**src/rtl/ie_branch_unit_if.sv**
```systemverilog
// Request, memory-read and result signals of the IE branch/jump resolver.
// The master side is the IE stage plus memory; the slave side is the branch unit.
interface ie_branch_unit_if #(
    parameter int unsigned PC_W = 16
);
    logic            start;
    logic [7:0]      op;
    logic            jmp_ind;
    logic [PC_W-1:0] operand;
    logic [PC_W-1:0] pc_in;
    logic [7:0]      status;

    logic            mem_rd;
    logic [PC_W-1:0] mem_addr;
    logic [7:0]      mem_data;
    logic            mem_valid;

    logic            busy;
    logic            done;
    logic [PC_W-1:0] pc_out;
    logic            taken;
    logic [1:0]      extra_cycles;
    logic            illegal;

    modport master (
        output start, op, jmp_ind, operand, pc_in, status, mem_data, mem_valid,
        input  mem_rd, mem_addr, busy, done, pc_out, taken, extra_cycles, illegal
    );

    modport slave (
        input  start, op, jmp_ind, operand, pc_in, status, mem_data, mem_valid,
        output mem_rd, mem_addr, busy, done, pc_out, taken, extra_cycles, illegal
    );
endinterface

```
**src/rtl/ie_branch_unit.sv**
```systemverilog
// IE-stage branch/jump resolver: evaluates 6502 branch conditions, computes the
// next PC with page-cross penalty, and fetches indirect JMP vectors.
module ie_branch_unit #(
    parameter int unsigned     PC_W     = 16,
    parameter logic [PC_W-1:0] RESET_PC = '0
) (
    input logic             clk_i,
    input logic             rst_ni,
    ie_branch_unit_if.slave bus_io
);
    localparam logic [7:0] OpBcc = 8'h04;
    localparam logic [7:0] OpBcs = 8'h05;
    localparam logic [7:0] OpBeq = 8'h06;
    localparam logic [7:0] OpBmi = 8'h07;
    localparam logic [7:0] OpBne = 8'h08;
    localparam logic [7:0] OpBpl = 8'h09;
    localparam logic [7:0] OpBvc = 8'h0A;
    localparam logic [7:0] OpBvs = 8'h0B;
    localparam logic [7:0] OpJmp = 8'h1C;

    typedef enum logic [2:0] {StIdle, StExec, StPage, StIndLo, StIndHi, StDone} state_e;

    state_e          state_q;
    logic [7:0]      op_q;
    logic            jmp_ind_q;
    logic [PC_W-1:0] opnd_q;     // offset / target / pointer; reused for page-cross target
    logic [PC_W-1:0] pc_q;
    logic [3:0]      flags_q;    // {N, V, Z, C}
    logic [7:0]      lo_q;
    logic            mem_rd_q;
    logic [PC_W-1:0] mem_addr_q;
    logic            busy_q;
    logic            done_q;
    logic [PC_W-1:0] pc_out_q;
    logic            taken_q;
    logic [1:0]      extra_q;
    logic            illegal_q;

    logic            is_branch;
    logic            cond_met;
    logic [PC_W-1:0] branch_tgt;
    logic            same_page;
    logic [PC_W-1:0] ind_hi_addr;

    // Decode the latched op and evaluate its condition against the latched flags.
    always_comb begin
        is_branch = 1'b1;
        cond_met  = 1'b0;
        case (op_q)
            OpBcc:   cond_met = ~flags_q[0];
            OpBcs:   cond_met =  flags_q[0];
            OpBeq:   cond_met =  flags_q[1];
            OpBne:   cond_met = ~flags_q[1];
            OpBmi:   cond_met =  flags_q[3];
            OpBpl:   cond_met = ~flags_q[3];
            OpBvc:   cond_met = ~flags_q[2];
            OpBvs:   cond_met =  flags_q[2];
            default: is_branch = 1'b0;
        endcase
    end

    assign branch_tgt  = pc_q + {{(PC_W-8){opnd_q[7]}}, opnd_q[7:0]};
    assign same_page   = branch_tgt[PC_W-1:8] == pc_q[PC_W-1:8];
    // High byte deliberately does not carry (6502 indirect JMP page-wrap).
    assign ind_hi_addr = {opnd_q[PC_W-1:8], opnd_q[7:0] + 8'd1};

    // Control FSM with all outputs registered.
    always_ff @(posedge clk_i or negedge rst_ni) begin
        if (!rst_ni) begin
            state_q    <= StIdle;
            op_q       <= '0;
            jmp_ind_q  <= 1'b0;
            opnd_q     <= '0;
            pc_q       <= '0;
            flags_q    <= '0;
            lo_q       <= '0;
            mem_rd_q   <= 1'b0;
            mem_addr_q <= '0;
            busy_q     <= 1'b0;
            done_q     <= 1'b0;
            pc_out_q   <= RESET_PC;
            taken_q    <= 1'b0;
            extra_q    <= '0;
            illegal_q  <= 1'b0;
        end else begin
            done_q <= 1'b0;
            case (state_q)
                StIdle: begin
                    if (bus_io.start) begin
                        op_q      <= bus_io.op;
                        jmp_ind_q <= bus_io.jmp_ind;
                        opnd_q    <= bus_io.operand;
                        pc_q      <= bus_io.pc_in;
                        flags_q   <= {bus_io.status[7], bus_io.status[6],
                                      bus_io.status[1], bus_io.status[0]};
                        busy_q    <= 1'b1;
                        state_q   <= StExec;
                    end
                end
                StExec: begin
                    if (op_q == OpJmp) begin
                        if (jmp_ind_q) begin
                            mem_addr_q <= opnd_q;
                            mem_rd_q   <= 1'b1;
                            state_q    <= StIndLo;
                        end else begin
                            pc_out_q <= opnd_q;
                            taken_q  <= 1'b1;
                            extra_q  <= 2'd0;
                            done_q   <= 1'b1;
                            state_q  <= StDone;
                        end
                    end else if (is_branch && cond_met) begin
                        if (same_page) begin
                            pc_out_q <= branch_tgt;
                            taken_q  <= 1'b1;
                            extra_q  <= 2'd1;
                            done_q   <= 1'b1;
                            state_q  <= StDone;
                        end else begin
                            // Results are published with done, after the penalty cycle.
                            opnd_q  <= branch_tgt;
                            state_q <= StPage;
                        end
                    end else begin
                        pc_out_q  <= pc_q;
                        taken_q   <= 1'b0;
                        extra_q   <= 2'd0;
                        illegal_q <= ~is_branch;
                        done_q    <= 1'b1;
                        state_q   <= StDone;
                    end
                end
                StPage: begin
                    pc_out_q <= opnd_q;
                    taken_q  <= 1'b1;
                    extra_q  <= 2'd2;
                    done_q   <= 1'b1;
                    state_q  <= StDone;
                end
                StIndLo: begin
                    if (bus_io.mem_valid) begin
                        lo_q       <= bus_io.mem_data;
                        mem_addr_q <= ind_hi_addr;
                        state_q    <= StIndHi;
                    end
                end
                StIndHi: begin
                    if (bus_io.mem_valid) begin
                        mem_rd_q <= 1'b0;
                        pc_out_q <= {bus_io.mem_data, lo_q};
                        taken_q  <= 1'b1;
                        extra_q  <= 2'd0;
                        done_q   <= 1'b1;
                        state_q  <= StDone;
                    end
                end
                StDone: begin
                    illegal_q <= 1'b0;
                    busy_q    <= 1'b0;
                    state_q   <= StIdle;
                end
                default: state_q <= StIdle;
            endcase
        end
    end

    assign bus_io.mem_rd       = mem_rd_q;
    assign bus_io.mem_addr     = mem_addr_q;
    assign bus_io.busy         = busy_q;
    assign bus_io.done         = done_q;
    assign bus_io.pc_out       = pc_out_q;
    assign bus_io.taken        = taken_q;
    assign bus_io.extra_cycles = extra_q;
    assign bus_io.illegal      = illegal_q;
endmodule

```
**src/flat_wrapper.sv**
```systemverilog
// flat-port wrapper written by rule: the top's interface ports become plain ports
module ie_branch_unit_flat 
#(
    parameter int unsigned     PC_W     = 16,
    parameter logic [PC_W-1:0] RESET_PC = '0
)
  (clk_i, rst_ni, bus_io_start, bus_io_op, bus_io_jmp_ind, bus_io_operand, bus_io_pc_in, bus_io_status, bus_io_mem_data, bus_io_mem_valid, bus_io_mem_rd, bus_io_mem_addr, bus_io_busy, bus_io_done, bus_io_pc_out, bus_io_taken, bus_io_extra_cycles, bus_io_illegal);
  ie_branch_unit_if #(.PC_W(PC_W)) bus_io_i ();
  input logic clk_i;
  input logic rst_ni;
  input wire logic [$bits(bus_io_i.start)-1:0] bus_io_start;
  input wire logic [$bits(bus_io_i.op)-1:0] bus_io_op;
  input wire logic [$bits(bus_io_i.jmp_ind)-1:0] bus_io_jmp_ind;
  input wire logic [$bits(bus_io_i.operand)-1:0] bus_io_operand;
  input wire logic [$bits(bus_io_i.pc_in)-1:0] bus_io_pc_in;
  input wire logic [$bits(bus_io_i.status)-1:0] bus_io_status;
  input wire logic [$bits(bus_io_i.mem_data)-1:0] bus_io_mem_data;
  input wire logic [$bits(bus_io_i.mem_valid)-1:0] bus_io_mem_valid;
  output wire logic [$bits(bus_io_i.mem_rd)-1:0] bus_io_mem_rd;
  output wire logic [$bits(bus_io_i.mem_addr)-1:0] bus_io_mem_addr;
  output wire logic [$bits(bus_io_i.busy)-1:0] bus_io_busy;
  output wire logic [$bits(bus_io_i.done)-1:0] bus_io_done;
  output wire logic [$bits(bus_io_i.pc_out)-1:0] bus_io_pc_out;
  output wire logic [$bits(bus_io_i.taken)-1:0] bus_io_taken;
  output wire logic [$bits(bus_io_i.extra_cycles)-1:0] bus_io_extra_cycles;
  output wire logic [$bits(bus_io_i.illegal)-1:0] bus_io_illegal;
  assign bus_io_i.start = bus_io_start;
  assign bus_io_i.op = bus_io_op;
  assign bus_io_i.jmp_ind = bus_io_jmp_ind;
  assign bus_io_i.operand = bus_io_operand;
  assign bus_io_i.pc_in = bus_io_pc_in;
  assign bus_io_i.status = bus_io_status;
  assign bus_io_i.mem_data = bus_io_mem_data;
  assign bus_io_i.mem_valid = bus_io_mem_valid;
  assign bus_io_mem_rd = bus_io_i.mem_rd;
  assign bus_io_mem_addr = bus_io_i.mem_addr;
  assign bus_io_busy = bus_io_i.busy;
  assign bus_io_done = bus_io_i.done;
  assign bus_io_pc_out = bus_io_i.pc_out;
  assign bus_io_taken = bus_io_i.taken;
  assign bus_io_extra_cycles = bus_io_i.extra_cycles;
  assign bus_io_illegal = bus_io_i.illegal;
  ie_branch_unit #(.PC_W(PC_W), .RESET_PC(RESET_PC)) u_core (.clk_i(clk_i), .rst_ni(rst_ni), .bus_io(bus_io_i));
endmodule
```
**config.mk**
```make
export PLATFORM = sky130hd
export DESIGN_NAME = ie_branch_unit_flat
export DESIGN_NICKNAME = d
export VERILOG_FILES = /design/src/rtl/ie_branch_unit_if.sv /design/src/rtl/ie_branch_unit.sv /design/src/flat_wrapper.sv
export SDC_FILE = /design/constraint.sdc
export NUM_CORES = 1
export LEC_CHECK = 0
export BUFFER_PORTS_ARGS = -buffer_cell sky130_fd_sc_hd__clkbuf_2
export CAP_MARGIN = 20
export CORE_MARGIN = 3
export CORE_UTILIZATION = 60
export DETAILED_ROUTE_END_ITERATION = 8
export GPL_TIMING_DRIVEN = 0
export PLACE_DENSITY = 0.85
export SLEW_MARGIN = 5
export SYNTH_ARGS = -nofsm -noshare
export SYNTH_HDL_FRONTEND = slang
export SYNTH_SLANG_ARGS = --single-unit
```
**constraint.sdc**
```tcl
create_clock -name clk_i -period 7.8 [get_ports clk_i]
set_clock_uncertainty 0.15 [all_clocks]
set_input_delay 0.78 -clock clk_i [delete_from_list [all_inputs] [get_ports clk_i]]
set_output_delay 0.78 -clock clk_i [all_outputs]
set_load 0.01 [all_outputs]
```
==> results.yml, run 1 <==
floorplan:
  design.core.area_mm2: 0.00881
  io_pins: 100
  die_h_um: 102
  die_area_mm2: 0.0104
  rows: 34
  start_util_pct: 62.6
  die_w_um: 102
setup_path:
  crit_type: "reg2reg"
  crit_path_end: "u_core.opnd_q[3]$_DFFE_PN0P_"
  rr_startpoint: "u_core.pc_q[0]$_DFFE_PN0P_"
  reg2reg_to: "u_core.opnd_q[3]$_DFFE_PN0P_"
  worstPathRequired_ns: 7.90
  crit_path_start: "u_core.pc_q[0]$_DFFE_PN0P_"
  cp.arrival_ns: 4.42
  worst_setup_path_end_kind: "flip-flop"
  worst_setup_path_start_kind: "flip-flop"
  r2r_slack_ns: 3.48
  crit_fanout: 10
  ff2ff_path_depth: 13
clocking:
  cts-root-buf: "clkbuf_8"
  cts_made_buffers: 9
  cts_tree: "built"
  clkLatencyLatePin_ns: 0.37
  hold_buffers: 0
  clockBufferDepth: 2
  cts.clk_slew.worst_paths_ns: 0.11
  htree_levels: 3
  cts_setup_buffers: 0
  clock_sinks: 95
  post_cts_resized: 0
synth:
  synth_top_area_share_pct: 43.1
  synth.area.top_cells: "dfrtp_1 (43%), nand2_1 (9.6%), mux2_2 (7.4%)"
  ys_async_sr_fraction_pct: 100
  synth.distinct_cells: 63
  ys_warn_count: 0
  mappedNetlistNets: 672
  avgSynthCellArea_um2: 9.29
  syn-cell-area_mm2: 0.00552
  ys_ff_latch: 95
  synth_cells: 594
  synth-edff-count: 0
  ys_seq_area_share_pct: 43.1
  yosysTopAreaCell: "dfrtp_1"
  synth_ff_type: "dfrtp_1"
power:
  fin_total_pwr_mw: 3.15
  vdd_ir_drop_max_uv: 357
  power.density_mw_per_mm2: 494
  p_leak_nw: 3.17
global_routing:
  antenna_found_initial: 0
  grt_pass1_vias: 4776
  gr-usage-met1_pct: 42.8
  grt_most_used_layer: "met2"
  use_met3_pct: 4.91
  grt_pass1_wl_um: 24600
  track_usage_pct: 30.9
  met2_usage_pct: 48.3
  grt_overflow_total: 0
  grt_max_degree: 64
sta:
  rsz0062_at_grt: "no"
  maxSlewHeadroom_pct: 33.3
  hold_violations: 0
  finalCriticalPeriod_ns: 4.32
  fmax_ghz: 0.232
  maxSlewViolCount: 0
  fin_crit_sh_pct: 55.3
  finalSetupTns_ns: 0
  worst_slew_pin_slew_ns: 0.998
  setup_viol: 0
layout:
  area_delta_synth_final_pct: 15.5
  mostFrequentLayoutCells: "nand2_1 (141), dfrtp_1 (95), clkbuf_2 (93)"
  mostFrequentLayoutCell: "nand2_1"
  fin_nets: 778
  num_antenna_cells: 0
  stdcell_area_mm2: 0.00637
  layout-drive-gt1-share_pct: 22.7
  final_util_pct: 72.4
drt:
  wirelength_um: 15700
  drt_first_pass_iters: 9
  drc: 0
  avgViaCountPerCell: 6.20
  vias: 5044
  antenna_left: 0
  wl_per_cell_um: 19.3
  drtIter0Drc: 498
outcome:
  run_status: "finished, final reports clean"
place:
  place_congestion: 0.982
  dpl.hpwl_um: 11700
  port_buffers: 94
  dpl_cell_area_mm2: 0.00616
min_path:
  hold_class: "in2async"
run:
  drv_cap: 0
[power by group]
| part | internal, mW | switching, mW | total (mW) |
|---|---|---|---|
| combinational | 0.794 | 1.08 | 1.87 |
| sequential | 0.707 | 0.208 | 0.915 |
| clock | 0.169 | 0.191 | 0.360 |
| total | 1.67 | 1.48 | 3.15 |
[layer usage]
metal | part of all wire [%] | up-vias | wire length, um
met3 | 9.4 | 48 | 1470
met5 | 0 | - | 0
met1 | 41 | 2394 | 6410
met4 | 3.3 | 0 | 522
li1 | - | 2328 | -
met2 | 47 | 274 | 7310
[layout make-up]
| cell class | count | area [um^2] |
|---|---|---|
| fillers | 691 | 2430 |
| multi-input cells | 448 | 2920 |
| well taps | 108 | 135 |
| inverters | 19 | 71.3 |
| repair buffers | 95 | 500 |
| plain buffers | 32 | 150 |
| clock inverters | 5 | 63.8 |
| clock buffers | 11 | 151 |
| flip-flops and latches | 95 | 2380 |
[worst min path at each step]
stage                                              to  slack [ns]  cells after the start
2_1_floorplan              u_core.op_q[7]$_DFFE_PN0P_        0.30                      2
3_3_place_gp   u_core.bus_io.mem_addr[11]$_DFFE_PN0P_        0.31                      2
3_5_place_dp               u_core.op_q[7]$_DFFE_PN0P_        0.32                      2
4_1_cts                  u_core.jmp_ind_q$_DFFE_PN0P_        0.24                      1
5_1_grt                   u_core.pc_q[14]$_DFFE_PN0P_        0.27                      1
6_report                 u_core.jmp_ind_q$_DFFE_PN0P_        0.22                      1
[registers in the layout, summed over array words and instances (netlist names)]
name,flops
u_core.flags_q,4
u_core.pc_q,16
u_core.jmp_ind_q,1
u_core.bus_io.illegal,1
u_core.bus_io.mem_addr,16
u_core.bus_io.extra_cycles,2
u_core.bus_io.pc_out,16
u_core.bus_io.done,1
u_core.bus_io.taken,1
u_core.bus_io.busy,1
u_core.state_q,3
u_core.opnd_q,16
u_core.bus_io.mem_rd,1
u_core.op_q,8
u_core.lo_q,8
[cells in the mapped netlist, drive strengths merged, types with 5 or more instances]
master	n
buf	6
and3	9
nor2b	11
a21o	9
dfrtp	95
clkbuf	26
a222oi	14
and4	7
mux2	41
nor3	5
a211oi	5
nor2	21
a21oi	26
a221oi	8
xnor2	19
nand3	6
nand2b	8
ha	16
o21ai	41
nand2	141
inv	19
[cells by family after synthesis]
group / count (synthesis) / share of synthesized area [%]
adders and majority gates: 17 / 3.99
buffers and inverters: 51 / 4.02
and+or+nand+nor: 227 / 18.8
muxes: 45 / 9.17
xor gates and xnor gates: 24 / 4.08
DFF: 95 / 43.1
AOI/OAI and AO/OA: 135 / 16.8
[critical path, stage by stage (launching register included)]
cell and delay (ns):
dfrtp_1 0.47, ha_1 0.28, fa_1 0.48, a21o_1 0.24, a221o_1 0.42, mux2_4 0.35
or3_1 0.37, a221oi_2 0.23, and4_1 0.22, buf_4 0.16, a32o_1 0.19, buf_6 0.16
buf_8 0.15, mux2_1 0.32
[through the flow]
stage / hold slack [ns] / cells / setup slack (ns)
finish: 0.224 / 813 / 3.48
detailed placement: 0.318 / 797 / 3.58
global route: 0.272 / 813 / 3.29
global placement: 0.311 / 796 / 3.62
CTS: 0.241 / 813 / 3.53
floorplan: 0.297 / 594 / 3.94
(Power assumes the default switching activity.)
==> inputs of run 2 (changes only) <==
Settings changed: ABC_AREA set to 1, CORE_UTILIZATION 60 to 52, PLACE_DENSITY 0.85 to 0.77.
Clock period 7.8 ns to 3.45 ns, I/O delays scaled along.
==> run 2 against run 1 <==
Net effect: total power up 150%; combinational power rose to 2.5 times the previous value; die area up 24%; first-iteration DRC count down 33%; via count up 13%; non-clock buffer count down 8; critical path depth up 4; area after synthesis up 9.3%; register-to-register slack worse by 3.3 ns; wire length up 1.9%; critical path type unchanged.
==> results.yml, run 2 <==
place:
  dpl.hpwl_um: 12900
  dp_slack_ns: 0.232
  place_congestion: 0.971
  port_buffers: 95
setup_path:
  rr_startpoint: "u_core.opnd_q[0]$_DFFE_PN0P_"
  worst_setup_path_start_kind: "flip-flop"
  worst_setup_path_end_kind: "flip-flop"
  r2r_slack_ns: 0.23
  crit_type: "reg2reg"
  cp_num_buf_inv: 1
  worstSetupPathDepth: 17
  crit_slowest_cell: "fa_1"
  ff2ff_path_depth: 17
  crit_family: "simple AND/OR/NAND/NOR gates"
  crit_path_start: "u_core.opnd_q[0]$_DFFE_PN0P_"
  cpPeakStageDelay_ns: 0.48
  reg2reg_to: "u_core.bus_io.pc_out[12]$_DFFE_PN0P_"
  crit_fanout: 10
  crit_path_end: "u_core.bus_io.pc_out[12]$_DFFE_PN0P_"
  worstPathRequired_ns: 3.54
  cp.arrival_ns: 3.30
  cp_cell_sequence: "ha_2, fa_1, nand3_1, nand3_1, nand3_1, nand3_1, nand2_1, nand2_1, nand2_1, nand2_1, nor2_2, nand2_2, o21bai_4, nand2_4, buf_2, nand3_1, nand2_1"
synth:
  mappedNetlistNets: 896
  synth.distinct_cells: 44
  synth_ff_type: "dfrtp_1"
  synth.area.top_cells: "dfrtp_1 (39%), nand2_1 (18%), inv_1 (5.6%)"
  ys_ff_latch: 95
  synth_common_cells: "nand2_1 (285), dfrtp_1 (95), inv_1 (90)"
  yosysMostFrequentCell: "nand2_1"
  synth-edff-count: 0
  avgSynthCellArea_um2: 7.37
  ys_warn_count: 0
  syn-cell-area_mm2: 0.00603
  ys_seq_area_share_pct: 39.4
  yosysTopAreaCell: "dfrtp_1"
  ys_async_sr_fraction_pct: 100
  synth_top_area_share_pct: 39.4
  synth_cells: 818
sta:
  worst_slack_ns: 0.234
  hold_violations: 0
  rsz0062_at_grt: "no"
  fin_crit_sh_pct: 93.2
  finalCriticalPeriod_ns: 3.22
  worst_slew_pin_slew_ns: 0.745
  maxSlewViolCount: 0
  finalSetupTns_ns: 0
  setup_viol: 0
  maxSlewHeadroom_pct: 49.7
  fmax_ghz: 0.311
drt:
  antenna_left: 0
  drt_first_pass_iters: 5
  wirelength_um: 16000
  drtIter0Drc: 333
  vias: 5691
  drc: 0
  wl_per_cell_um: 14.9
  avgViaCountPerCell: 5.31
floorplan:
  design.core.area_mm2: 0.0111
  die_w_um: 114
  rows: 38
  die_area_mm2: 0.0129
  start_util_pct: 54.4
  io_pins: 100
  die_h_um: 114
global_routing:
  grt_max_degree: 58
  grt_most_used_layer: "met2"
  antenna_found_initial: 0
  met2_usage_pct: 41.8
  use_met3_pct: 4.88
  grt_overflow_total: 0
  grt_pass1_vias: 5391
  gr-usage-met1_pct: 35.5
  track_usage_pct: 26.1
  grt_pass1_wl_um: 26500
clocking:
  cts-root-buf: "clkbuf_16"
  cts_tree: "built"
  cts_made_buffers: 9
  cts_setup_buffers: 0
  clock_sinks: 95
  htree_levels: 3
  clockBufferDepth: 2
  clkLatencyLatePin_ns: 0.35
  cts.clk_slew.worst_paths_ns: 0.07
run:
  drv_cap: 0
power:
  fin_total_pwr_mw: 7.74
  vdd_ir_drop_max_uv: 543
  p_leak_nw: 3.78
  power.density_mw_per_mm2: 1100
layout:
  n_fill_cell: 1017
  mostFrequentLayoutCell: "nand2_1"
  area_delta_synth_final_pct: 16.2
  mostFrequentLayoutCells: "nand2_1 (285), clkbuf_2 (94), dfrtp_1 (94)"
  num_antenna_cells: 0
  layout-drive-gt1-share_pct: 20.9
  fin_nets: 1004
min_path:
  hold_class: "in2reg"
  hp-start: "bus_io_status[6]"
outcome:
  run_status: "finished, final reports clean"
[run 2: cells by family (layout without fill, tap and decap cells)]
group,count (synthesis),after routing,synth area share (%)
DFF,95,95,39.4
adders and majority gates,17,17,3.65
buffers and inverters,120,233,8.12
muxes,15,15,2.80
xor gates and xnor gates,16,16,2.32
and+or+nand+nor,466,466,34.7
AOI/OAI and AO/OA,89,89,8.97
[run 2: worst min-delay path by stage]
| stage | to | slack, ns | cells after the start |
|---|---|---|---|
| floorplan | u_core.bus_io.busy$_DFFE_PN0P_ | -0.10 | 0 |
| global route | u_core.pc_q[2]$_DFFE_PN0P_ | 0.08 | 2 |
| detailed placement | u_core.state_q[0]$_DFFE_PN0P_ | 0.25 | 1 |
| CTS | u_core.flags_q[2]$_DFFE_PN0P_ | 0.07 | 2 |
| finish | u_core.flags_q[2]$_DFFE_PN0P_ | 0.07 | 2 |
| global placement | u_core.opnd_q[14]$_DFFE_PN0P_ | 0.31 | 2 |
[run 2: cell type report]
class / count / area [um^2] / area share (%)
clock inverters: 6 / 42.5 / 0.607
flip-flops and latches: 95 / 2380 / 34.0
well taps: 140 / 175 / 2.50
inverters: 98 / 368 / 5.25
clock buffers: 10 / 239 / 3.41
repair buffers: 97 / 515 / 7.36
plain buffers: 22 / 121 / 1.73
multi-input cells: 603 / 3160 / 45.2
[run 2: per-stage QoR]
step           cells  cell area (um^2)  util, %  hold WS, ns
2_1_floorplan    818              6030        -       -0.101
3_3_place_gp    1053              6680     60.3        0.306
3_5_place_dp    1054              6710     60.6        0.249
4_1_cts         1071              7000     63.2       0.0694
5_1_grt         1071              7000     63.2       0.0755
6_report        1071              7000     63.2       0.0732
[run 2: repair_timing]
action,CTS,global route
endpoints found under the hold margin,38,0
hold buffers,1,0
setup endpoints to repair,0,11
gates resized for setup,0,2
[run 2: where the power goes]
part / total [mW] / internal [mW] / switching, mW
Sequential: 2.10 / 1.64 / 0.457
Combinational: 4.69 / 1.68 / 3.00
Clock: 0.950 / 0.511 / 0.440
Total: 7.74 / 3.84 / 3.90
[run 2: layer usage]
layer / vias to the layer above / wire, um
met2: 217 / 7270
met3: 38 / 1150
met1: 2559 / 7130
met4: 0 / 453
met5: - / 0
li1: 2877 / -
